==> src/rtl/uart_pkg.sv <==
// Shared UART definitions: TX FSM state encoding, data-length limits and
// the parity mode encoding used by both the transmit and receive paths.
package uart_pkg;

    // TX frame sequencer states (7 states, 3-bit encoding)
    typedef enum logic [2:0] {
        ST_IDLE   = 3'd0,
        ST_ALIGN  = 3'd1,
        ST_START  = 3'd2,
        ST_DATA   = 3'd3,
        ST_PARITY = 3'd4,
        ST_STOP1  = 3'd5,
        ST_STOP2  = 3'd6
    } tx_state_t;

    localparam int unsigned UART_DATA_MIN = 5;
    localparam int unsigned UART_DATA_MAX = 8;

    // Parity mode, common to TX and RX configuration
    typedef enum logic [1:0] {
        PAR_NONE = 2'd0,
        PAR_EVEN = 2'd1,
        PAR_ODD  = 2'd2
    } parity_mode_t;

    function automatic parity_mode_t parity_mode(input logic en, input logic odd);
        parity_mode_t m;
        if (!en) begin
            m = PAR_NONE;
        end else if (odd) begin
            m = PAR_ODD;
        end else begin
            m = PAR_EVEN;
        end
        return m;
    endfunction

endpackage

==> src/rtl/uart_tx_processor.sv <==
// UART transmitter: accepts one word per valid/ready handshake and sends
// start bit, 5..DATA_MAX data bits LSB-first, optional parity, 1 or 2 stop
// bits. Every bit boundary is aligned to the single-clk baud strobe.
module uart_tx_processor
    import uart_pkg::*;
#(
    parameter int unsigned DATA_MAX   = UART_DATA_MAX,
    parameter logic        IDLE_LEVEL = 1'b1
) (
    input  logic                clk,
    input  logic                rst,
    input  logic                bd_tick,
    input  logic                tx_valid,
    input  logic [DATA_MAX-1:0] tx_data,
    input  logic                parity_en,
    input  logic                parity_odd,
    input  logic                two_stop,
    input  logic [3:0]          data_len,
    output logic                tx_ready,
    output logic                tx,
    output logic                tx_done,
    output logic                busy
);

    localparam int unsigned CNT_W   = $clog2(DATA_MAX);
    localparam logic [3:0]  MIN_LEN = 4'(UART_DATA_MIN);
    localparam logic [3:0]  MAX_LEN = 4'(DATA_MAX);

    tx_state_t           state_q;
    logic [DATA_MAX-1:0] shift_q;
    logic [CNT_W-1:0]    cnt_q;
    logic [CNT_W-1:0]    last_idx_q;
    parity_mode_t        par_mode_q;
    logic                par_bit_q;
    logic                two_stop_q;
    logic                tx_q;
    logic                tx_done_q;

    logic [3:0]          len_c;
    logic [CNT_W-1:0]    last_idx_c;
    logic                par_c;

    // Clamp the requested length and compute parity over the bits actually sent
    always_comb begin
        len_c = data_len;
        if (data_len < MIN_LEN) begin
            len_c = MIN_LEN;
        end else if (data_len > MAX_LEN) begin
            len_c = MAX_LEN;
        end
        last_idx_c = CNT_W'(len_c - 4'd1);
        par_c = 1'b0;
        for (int unsigned i = 0; i < DATA_MAX; i++) begin
            if (i < 32'(len_c)) begin
                par_c = par_c ^ tx_data[i];
            end
        end
        par_c = par_c ^ parity_odd;
    end

    // Frame sequencer: one state advance per baud strobe, tx registered with state
    always_ff @(posedge clk) begin
        if (!rst) begin
            state_q    <= ST_IDLE;
            shift_q    <= '0;
            cnt_q      <= '0;
            last_idx_q <= '0;
            par_mode_q <= PAR_NONE;
            par_bit_q  <= 1'b0;
            two_stop_q <= 1'b0;
            tx_q       <= IDLE_LEVEL;
            tx_done_q  <= 1'b0;
        end else begin
            tx_done_q <= 1'b0;
            case (state_q)
                ST_IDLE: begin
                    tx_q <= IDLE_LEVEL;
                    if (tx_valid) begin
                        shift_q    <= tx_data;
                        last_idx_q <= last_idx_c;
                        par_mode_q <= parity_mode(parity_en, parity_odd);
                        par_bit_q  <= par_c;
                        two_stop_q <= two_stop;
                        state_q    <= ST_ALIGN;
                    end
                end
                ST_ALIGN: begin
                    if (bd_tick) begin
                        state_q <= ST_START;
                        tx_q    <= ~IDLE_LEVEL;
                    end
                end
                ST_START: begin
                    if (bd_tick) begin
                        state_q <= ST_DATA;
                        cnt_q   <= '0;
                        tx_q    <= shift_q[0];
                    end
                end
                ST_DATA: begin
                    if (bd_tick) begin
                        if (cnt_q == last_idx_q) begin
                            if (par_mode_q != PAR_NONE) begin
                                state_q <= ST_PARITY;
                                tx_q    <= par_bit_q;
                            end else begin
                                state_q <= ST_STOP1;
                                tx_q    <= IDLE_LEVEL;
                            end
                        end else begin
                            // next bit is driven from shift_q[1] so tx lands with the shift
                            shift_q <= shift_q >> 1;
                            cnt_q   <= cnt_q + CNT_W'(1);
                            tx_q    <= shift_q[1];
                        end
                    end
                end
                ST_PARITY: begin
                    if (bd_tick) begin
                        state_q <= ST_STOP1;
                        tx_q    <= IDLE_LEVEL;
                    end
                end
                ST_STOP1: begin
                    if (bd_tick) begin
                        tx_q <= IDLE_LEVEL;
                        if (two_stop_q) begin
                            state_q <= ST_STOP2;
                        end else begin
                            state_q   <= ST_IDLE;
                            tx_done_q <= 1'b1;
                        end
                    end
                end
                ST_STOP2: begin
                    if (bd_tick) begin
                        state_q   <= ST_IDLE;
                        tx_q      <= IDLE_LEVEL;
                        tx_done_q <= 1'b1;
                    end
                end
                default: begin
                    state_q <= ST_IDLE;
                    tx_q    <= IDLE_LEVEL;
                end
            endcase
        end
    end

    assign tx_ready = (state_q == ST_IDLE);
    assign busy     = (state_q != ST_IDLE);
    assign tx       = tx_q;
    assign tx_done  = tx_done_q;

endmodule

==> config.mk <==
export PLATFORM = sky130hd
export DESIGN_NAME = uart_tx_processor
export DESIGN_NICKNAME = d
export VERILOG_FILES = /design/src/rtl/uart_pkg.sv /design/src/rtl/uart_tx_processor.sv
export SDC_FILE = /design/constraint.sdc
export NUM_CORES = 1
export LEC_CHECK = 0
export BUFFER_PORTS_ARGS = -buffer_cell sky130_fd_sc_hd__buf_2
export CORE_MARGIN = 5
export CORE_UTILIZATION = 50
export CTS_CLUSTER_DIAMETER = 30
export DETAILED_ROUTE_END_ITERATION = 8
export PLACE_DENSITY = 0.75
export RECOVER_POWER = 50
export REMOVE_ABC_BUFFERS = 1
export SYNTH_ARGS = -nofsm -noshare
export SYNTH_HDL_FRONTEND = slang
export SYNTH_SLANG_ARGS = --single-unit
==> constraint.sdc <==
create_clock -name clk -period 1.39 [get_ports clk]
set_input_delay 0.0695 -clock clk [delete_from_list [all_inputs] [get_ports clk]]
set_output_delay 0.0695 -clock clk [all_outputs]
set_load 0.005 [all_outputs]
### Word-level counts from Yosys, hierarchy flattened

Index checks and enable logic that the tools add are counted.

| operators by class | value |
|---|---|
| magnitude comparators | 10 |
| $add $sub $neg | 2 |
| muxes and demuxes | 41 |
| bitwise operators | 8 |
| reduce and logical (&&, ||, !) cells | 11 |
| eq/ne operators | 17 |

Operators with widths:

| kind | number |
|---|---|
| two-way mux 3 bit | 11 |
| two-way mux 8 bit | 3 |
| case mux 3 bit (7 select lines) | 1 |
| two-way mux 1 bit | 18 |
| inequality test 2 bit, second input constant | 9 |
| less-than comparator 3 x 4 -> 1 bit, first input constant | 4 |
| case mux 8 bit (2 select lines) | 1 |
| AND reduction 4 bit | 3 |
| equality test 3 bit, second input constant | 3 |
| less-than comparator 1 x 4 -> 1 bit, first input constant | 2 |
| less-than comparator 2 x 4 -> 1 bit, first input constant | 2 |
| two-way mux 4 bit | 2 |
| AND reduction 8 bit | 1 |
| XOR 1 bit | 8 |
| equality test 3 x 2 -> 1 bit, second input constant | 2 |
| case mux 3 bit (2 select lines) | 1 |
| nonzero test 2 bit | 3 |
| > comparator 4 bit, second input constant | 1 |
| less-than comparator 4 x 3 -> 1 bit, second input constant | 1 |
| two-way mux 2 bit | 2 |
| case mux 1 bit (4 select lines) | 1 |
| adder 3 x 1 -> 3 bit, second input constant | 1 |
| equality test 3 x 1 -> 1 bit, second input constant | 1 |
| equality test 3 bit | 1 |
| other kinds (7) | 7 |

| storage, ports and cells | value |
|---|---|
| register bits | 23 |
| logic and storage cells | 98 |
| output and inout bits | 4 |

### Depth between registers and ports, before layout

Gate-level depths: netlist (run 1).

| logic depth | value |
|---|---|
| depth after elaboration | 20 |
| gate-level depth with buffers | 9 |

### Least setup slack after synthesis (run 1)

OpenSTA, ideal clock, no wires.

| timing path | value |
|---|---|
| kind | input to register |
| from | in data_len[2] |
| to | reg par_bit_q |
| setup time | 0.074 ns |
| arrival | 1.416 ns |
| required time | 1.316 ns |
| stages | 7 |
| setup slack | -0.100 ns |
| cell sequence | and3b_1 ha_1 nor2b_1 o211a_1 o21a_1 or3_1 a31oi_1 |

| between the ends | value |
|---|---|
| word-level cells in the longest chain between the ends | 20 |

Ends and longest elaborated chain:

| what | line | RTL |
|---|---|---|
| from (decl) | uart_tx_processor.sv:18 | `input logic [3:0] data_len,` |
| > comparator 4 bit | uart_tx_processor.sv:48 | `end else if (data_len > MAX_LEN) begin` |
| two-way mux 4 bit | uart_tx_processor.sv:48 |  |
| two-way mux 4 bit (*) | uart_tx_processor.sv:46 | `if (data_len < MIN_LEN) begin` |
| less-than comparator 1 x 4 -> 1 bit | uart_tx_processor.sv:54 | `if (i < 32'(len_c)) begin` |
| two-way mux 1 bit | uart_tx_processor.sv:54 |  |
| XOR 1 bit | uart_tx_processor.sv:55 | `par_c = par_c ^ tx_data[i];` |
| two-way mux 1 bit | uart_tx_processor.sv:54 |  |
| XOR 1 bit | uart_tx_processor.sv:55 |  |
| (+4 left out) | n/a |  |
| two-way mux 1 bit | uart_tx_processor.sv:54 |  |
| XOR 1 bit | uart_tx_processor.sv:55 |  |
| two-way mux 1 bit | uart_tx_processor.sv:54 |  |
| XOR 1 bit | uart_tx_processor.sv:55 |  |
| two-way mux 1 bit | uart_tx_processor.sv:54 |  |
| XOR 1 bit | uart_tx_processor.sv:55 |  |
| two-way mux 1 bit (*) | uart_tx_processor.sv:54 |  |
| XOR 1 bit (*) | uart_tx_processor.sv:58 | `par_c = par_c ^ parity_odd;` |
| to (signal assigned) | uart_tx_processor.sv:82 | `par_bit_q <= par_c;` |
| to (decl) | uart_tx_processor.sv:34 | `logic par_bit_q;` |

Every way passes the cells marked *; elsewhere a longest branch is shown, timed or not.
A chain may end at the register's enable or synchronous reset.

### Worst setup path in the final report (run 1)

| timing path | value |
|---|---|
| from | reg cnt_q[2] |
| to | reg state_q[2] |

| between the ends | value |
|---|---|
| word-level cells in the longest chain between the ends | 3 |

Ends and longest elaborated chain:

| what | line | RTL |
|---|---|---|
| from (decl) | uart_tx_processor.sv:31 | `logic [CNT_W-1:0] cnt_q;` |
| from (signal assigned) | uart_tx_processor.sv:113 | `cnt_q <= cnt_q + CNT_W'(1);` |
| equality test 3 bit | uart_tx_processor.sv:102 | `if (cnt_q == last_idx_q) begin` |
| inequality test 2 bit (no line) | n/a |  |
| AND reduction 8 bit (no line) | n/a |  |
| to (signal assigned) | uart_tx_processor.sv:104 | `state_q <= ST_PARITY;` |
| to (signal assigned) | uart_tx_processor.sv:107 | `state_q <= ST_STOP1;` |
| to (signal assigned) | uart_tx_processor.sv:120 | `state_q <= ST_STOP1;` |
| to (decl) | uart_tx_processor.sv:29 | `tx_state_t state_q;` |

Every way passes these cells.

==> impl_results.md, run 1 <==
* Port Buffer Count at 22
* Yosys reg bits at 23
* RSZ-0062 raised after global routing: true
* Max cap viols at 0
* CTS tree: yes
* Final setup viols at 15
* VDD IR-drop max at 705 uV
* Commonest cells after routing, fill and taps aside: 20 x buf_2, 20 x buf_4, 17 x nand2_1, 15 x dfxtp_1, 10 x o211a_1
* Initial antenna violation count at 0
* Layout cells sized above 1 at about a third
* Critical path arrival at 1.84 ns
* Avg Cell Area, Syn at 8.80 sq um
* Worst-path clk slew at 0.14 ns
* Chip height at approximately 63 um
* Vias in the first global route at between 1000 and 1500
* Io pins at 23
* Crit. End Element: register
* Gr ovfl total at 0
* Fin Setup TNS at -1.88 ns
* Yosys warns at 0
* Initial Utilization at ~52%
* Worst Tran Pin Value at around 0.36 ns
* WHS at around 0.0084 ns
* Reg power frac at 45.2%
* Post-Synthesis Cells at 161
* Maximum clock frequency at roughly 630 MHz
* Status: complete, but fails checks
* Placed cell area at 0.00168 sq mm
* Post-layout nets at ~230
* Routed Antenna Nets at 0
* Switching Share at 33.1%
* Avg WL per Cell at 13.8 um
* Max Root-Sink Buffers at 2
* Number of enable flip-flop cells after synthesis at 0
* Area delta synth->final at 28.4%
* Hold Vio Cnt, Final at 0
* Number of DRC markers in iteration 0 at 49
* Pre-antenna DRT Iters at 4
* Startpoint types: register
* Synth cell types at 43
* FFs w/ async S/R, synth at 0%
* Die area at 0.00400 sq mm
* Final worst slack at -0.193 ns
* Leakage at around 0.00087 uW
* Slew Viols, Final at 0
* Total track usage at roughly 16%
* Seq/Total Area, Yosys at 32.5%
* Min-Delay Path Class: in -> reg
* CP required at 1.65 ns
* Mapped Area at 0.00142 sq mm
* Pwr dens at 956 mW/mm^2
* Util after Layout at 66.5%
* WL final at 3.20 mm
* Vias per inst at between 5 and 6
* Hold Path Stages at 3
* Ys flop type: dfxtp_1
* Gpl congestion at between 0.8 and 0.9
* First-pass GRT wire length at ~5.4 mm
* FP Rows at 19
* CTS buffer count at 3
* Worst skew pair latency at 0.31 ns
* Core ar. at 0.00273 sq mm
* Clock network power share at 18.7%
* Period utilisation layout at 114%
* Pre-CTS setup slack at -0.297 ns
* HPWL Detailed at 2.32 mm
* Final instance area at 0.00182 sq mm
* CTS root buf: clkbuf_4
* Largest net degree at the start of global routing at 24
* Crit path kind: reg -> reg
* Final min period at 1.58 ns
* Worst clock skew at 0.00223 ns
* Chip Width at 63.2 um
* # H-tree levels at 1
* Pint at 1160 uW
* Clock Sinks at 23
* Critical path fanouts, max at 5
* Ant. Diodes at 0
* Failing checks: negative setup slack
* Max_slew headroom at 75.9%
* P_sw at 576 uW
* Worst R2R Path Depth at 5
* DRC viols at 0
* Via count at 1276
* Comb power frac at around 36%
## routing by layer
layer	track usage, %	vias to the layer above	wire [um]
met5	0	-	0
met1	19.4	604	1380
li1	-	648	-
met2	28.6	22	1690
met4	5.71	0	23
met3	3.02	2	106
## registers in the layout (all words and copies together), names as in the netlist
signal / cells
shift_q: 8
cnt_q: 3
last_idx_q: 3
state_q: 3
par_mode_q: 2
par_bit_q: 1
two_stop_q: 1
tx: 1
tx_done: 1
## worst max-delay path, cell delays in order (launching register included)
cell	delay, ns
dfxtp_4	0.40
xor2_4	0.20
nor3_4	0.36
nand3_2	0.12
or3_1	0.31
a21boi_1	0.14
## synthesized netlist by cell type (2+ instances only)
cell | n | area share [%]
a21oi_1 | 6 | 2.1
nand3b_1 | 3 | 1.6
o211a_1 | 10 | 7.1
inv_1 | 9 | 2.4
or3_1 | 2 | 0.88
o21a_1 | 4 | 2.1
a22oi_1 | 2 | 1.1
o21ai_0 | 6 | 2.1
buf_2 | 4 | 1.4
nand3_1 | 4 | 1.4
mux2i_1 | 9 | 6.4
nand2b_1 | 2 | 0.88
a31oi_1 | 3 | 1.3
nor2_1 | 5 | 1.3
xnor2_1 | 5 | 3.1
dfxtp_1 | 23 | 33
xor2_2 | 3 | 3.4
clkbuf_1 | 4 | 1.1
a21boi_0 | 5 | 2.7
a21boi_1 | 2 | 1.1
nand2_1 | 17 | 4.5
nor3_1 | 3 | 1.1
ha_1 | 4 | 3.5
nor2b_1 | 4 | 1.8
and2_1 | 3 | 1.3
and3b_1 | 2 | 1.2
## worst paths after layout
path                               startpoint            end  slack (ns)
worst min-delay path                parity_en  par_mode_q[1]       0.008
worst max register to register       cnt_q[2]     state_q[2]       -0.19
worst max-delay path                 cnt_q[2]     state_q[2]       -0.19
worst min register to register  par_mode_q[1]  par_mode_q[1]        0.47
## power by group through the flow
stage	Clock, uW	Combinational, uW	Sequential [uW]
final	325	629	786
after global routing	376	694	795
after CTS	331	613	779
after detailed placement	0	556	793
after global placement	0	536	790
after floorplan	0	313	795
## area by class of cell
class                      count  area, sq um
multi-input combinational    120          938
fill                         225          915
sequential                    23          473
timing repair buffer          45          308
tap                           31         38.8
inverter                       9         33.8
clock buffer                   3         22.5
clock inverter                 1         5.00
## stage by stage
step                      std cells  total power [uW]
after floorplan                 152              1110
after global placement          224              1330
after detailed placement        224              1350
after CTS                       231              1720
after global routing            232              1860
final                           232              1740
## timing repair
| item | 4_1_cts | 5_1_grt |
|---|---|---|
| gates resized for setup | 9 | 10 |
| pin swaps | 7 | 6 |
| endpoints found under the hold margin | 1 | 0 |
| buffers inserted | 2 | 7 |
| endpoints found under the setup margin | 16 | 22 |
| hold buffers | 1 | 0 |
## cell families after synthesis
| family | count (synthesis) | share of synthesized area (%) |
|---|---|---|
| AO/OA/AOI/OAI | 45 | 23.9 |
| XOR/XNOR | 9 | 7.16 |
| adder cells (fa/ha/maj) | 4 | 3.53 |
| buffers and inverters | 18 | 5.39 |
| flip-flops | 23 | 32.5 |
| multiplexers | 10 | 7.16 |
| AND/OR/NAND/NOR | 52 | 20.3 |
Power figures use the tool's default switching activity.
==> run 2, diff against run 1 <==
--- a/config.mk
+++ b/config.mk
@@ -5,7 +5,8 @@
 export SDC_FILE = /design/constraint.sdc
 export NUM_CORES = 1
 export LEC_CHECK = 0
-export BUFFER_PORTS_ARGS = -buffer_cell sky130_fd_sc_hd__buf_2
+export BUFFER_PORTS_ARGS = -buffer_cell sky130_fd_sc_hd__clkbuf_2
+export CAP_MARGIN = 20
 export CORE_MARGIN = 5
 export CORE_UTILIZATION = 50
 export CTS_CLUSTER_DIAMETER = 30
@@ -13,6 +14,7 @@
 export PLACE_DENSITY = 0.75
 export RECOVER_POWER = 50
 export REMOVE_ABC_BUFFERS = 1
+export SLEW_MARGIN = 20
 export SYNTH_ARGS = -nofsm -noshare
 export SYNTH_HDL_FRONTEND = slang
 export SYNTH_SLANG_ARGS = --single-unit
==> impl_results.md, run 2 (synthesized netlist as in run 1, its figures left out) <==
* # H-tree levels at 1 (unchanged)
* Total track usage at 16.0% (-0.15 points)
* CP cell instances: xor2_2 > nor3_4 > nand3_2 > or3_1 > a21boi_1
* Hold Vio Cnt, Final at 0 (unchanged)
* RSZ-0062 raised after global routing: true
* Pre-antenna DRT Iters at 4 (unchanged)
* Via count at 1292 (+1.3%)
* CP required at 1.63 ns (-0.02 ns)
* Port Buffer Count at 22 (unchanged)
* Final min period at 1.56 ns (-0.0190 ns)
* Vias in the first global route at 1314 (+3.3%)
* Filler Cell Count at 223 (-0.89%)
* Area delta synth->final at 28.3%
* Layout cells sized above 1 at 35.3% (+0.50 points)
* WL final at 3.12 mm (-2.2%)
* CTS buffer count at 3 (unchanged)
* Ant. Diodes at 0 (unchanged)
* Crit path kind: reg -> reg
* Hold Path Stages at 3 (unchanged)
* Final setup viols at 15 (unchanged)
* Largest net degree at the start of global routing at 24 (unchanged)
* HPWL Detailed at 2.36 mm (+1.8%)
* Core ar. at 0.00273 sq mm (unchanged)
* Chip height at 63.2 um (unchanged)
* First-pass GRT wire length at 5.40 mm (+0.50%)
* Io pins at 23 (unchanged)
* Period utilisation layout at 113% (-1.4 points)
* CTS tree: yes
* Crit path max-delay cell type: nor3_4
* Slew Viols, Final at 0 (unchanged)
* Final instance area at 0.00182 sq mm (-0.14%)
* Die area at 0.00400 sq mm (unchanged)
* Max reg flops at 8 (unchanged)
* Clock Sinks at 23 (unchanged)
* CTS root buf: clkbuf_4
* Min-Delay Path Class: in -> reg
* Max_slew headroom at 72.1% (-3.8 points)
* Number of DRC markers in iteration 0 at 75 (+53%)
* Leakage at 0.000865 uW (-0.43%)
* Failing checks: negative setup slack
* Worst skew pair latency at 0.30 ns (about the same)
* WHS at 0.0137 ns (+0.00523 ns)
* Initial Utilization at 51.8% (unchanged)
* Biggest register: shift_q
* Crit. End Element: register
* Placed cell area at 0.00167 sq mm (-0.45%)
* Chip Width at 63.2 um (unchanged)
* VDD IR-drop max at 727 uV (+3.1%)
* Startpoint types: register
* Max Root-Sink Buffers at 2 (unchanged)
* Worst clock skew at 0.00519 ns (+0.00296 ns)
* Worst-path clk slew at 0.12 ns (-0.02 ns)
* Initial antenna violation count at 0 (unchanged)
* Avg WL per Cell at 13.5 um (-2.2%)
* Worst R2R Path Depth at 5 (unchanged)
* Vias per inst at 5.57 (+1.3%)
* Gpl congestion at 0.889 (+5.0%)
* DRC viols at 0 (unchanged)
* Critical path fanouts, max at 5 (unchanged)
* Commonest cells after routing, fill and taps aside: 20 x clkbuf_2, 20 x buf_4, 17 x nand2_1, 15 x dfxtp_1, 10 x o211a_1
* Final worst slack at -0.174 ns (+0.0190 ns)
* Pre-CTS setup slack at -0.283 ns (+0.0139 ns)
* Post-layout nets at 225 (unchanged)
* Pwr dens at 948 mW/mm^2 (-0.92%)
* FP Rows at 19 (unchanged)
* Max cap viols at 0 (unchanged)
* CP max stage delay at 0.37 ns (-0.03 ns)
* Status: complete, but fails checks
* Maximum clock frequency at 639 MHz (+1.2%)
* Gr ovfl total at 0 (unchanged)
* Critical path arrival at 1.80 ns (-0.04 ns)
* Routed Antenna Nets at 0 (unchanged)
* Worst Tran Pin Value at 0.418 ns (+0.0564 ns)
==> run 2: path summary, 6_finish.rpt <==
check,from,end,slack (ns)
hold / removal,parity_en,par_mode_q[1],0.01
setup / recovery,last_idx_q[2],state_q[2],-0.17
setup reg to reg,last_idx_q[2],state_q[2],-0.17
hold reg to reg,par_mode_q[1],par_mode_q[1],0.48
==> run 2: stage by stage <==
stage / util, % / setup TNS (ns) / total power (uW) / std cells
floorplan: - / -2.16 / 1110 / 152
global placement: 61.1 / -2.12 / 1320 / 223
detailed placement: 61.1 / -3.05 / 1350 / 223
CTS: 64.9 / -2.03 / 1700 / 231
global route: 66.5 / -3.49 / 1840 / 232
finish: 66.5 / -1.85 / 1720 / 232
==> run 2: per-layer routing <==
layer | global-route usage, % | wire length (um) | up-vias
met4 | 5.45 | 24 | 0
li1 | - | - | 651
met3 | 3.02 | 92 | 4
met2 | 29.6 | 1650 | 17
met5 | 0 | 0 | -
met1 | 18.2 | 1360 | 620
==> run 2: report_power, final <==
group | internal (uW) | total [uW] | leakage, uW | switching (uW)
combinational | 325 | 633 | 0.000658 | 308
sequential | 731 | 786 | 0.000192 | 54.6
clock | 112 | 303 | 0.0000150 | 191
==> run 2: area by class of cell <==
type / count / area [sq um] / area share (%)
clock buffers: 4 / 26.3 / 1.45
repair buffers: 45 / 308 / 16.9
well taps: 31 / 38.8 / 2.13
multi-input cells: 120 / 940 / 51.7
inverters: 9 / 33.8 / 1.86
flip-flops and latches: 23 / 470 / 25.9
==> run 2: critical path: cells and delay by family (launching register included) <==
kind                      cells  cell delay [ns]
and+or+nand+nor               3             0.82
DFF                           1             0.36
xor gates and xnor gates      1             0.20
AOI/OAI and AO/OA             1             0.13
==> run 2: what timing repair did <==
| action | CTS | global route |
|---|---|---|
| resized for setup | 10 | 12 |
| endpoints found under the setup margin | 19 | 23 |
| hold buffers | 1 | 0 |
| buffers inserted | 3 | 1 |
| pin swaps | 7 | 11 |
| endpoints found under the hold margin | 1 | 0 |
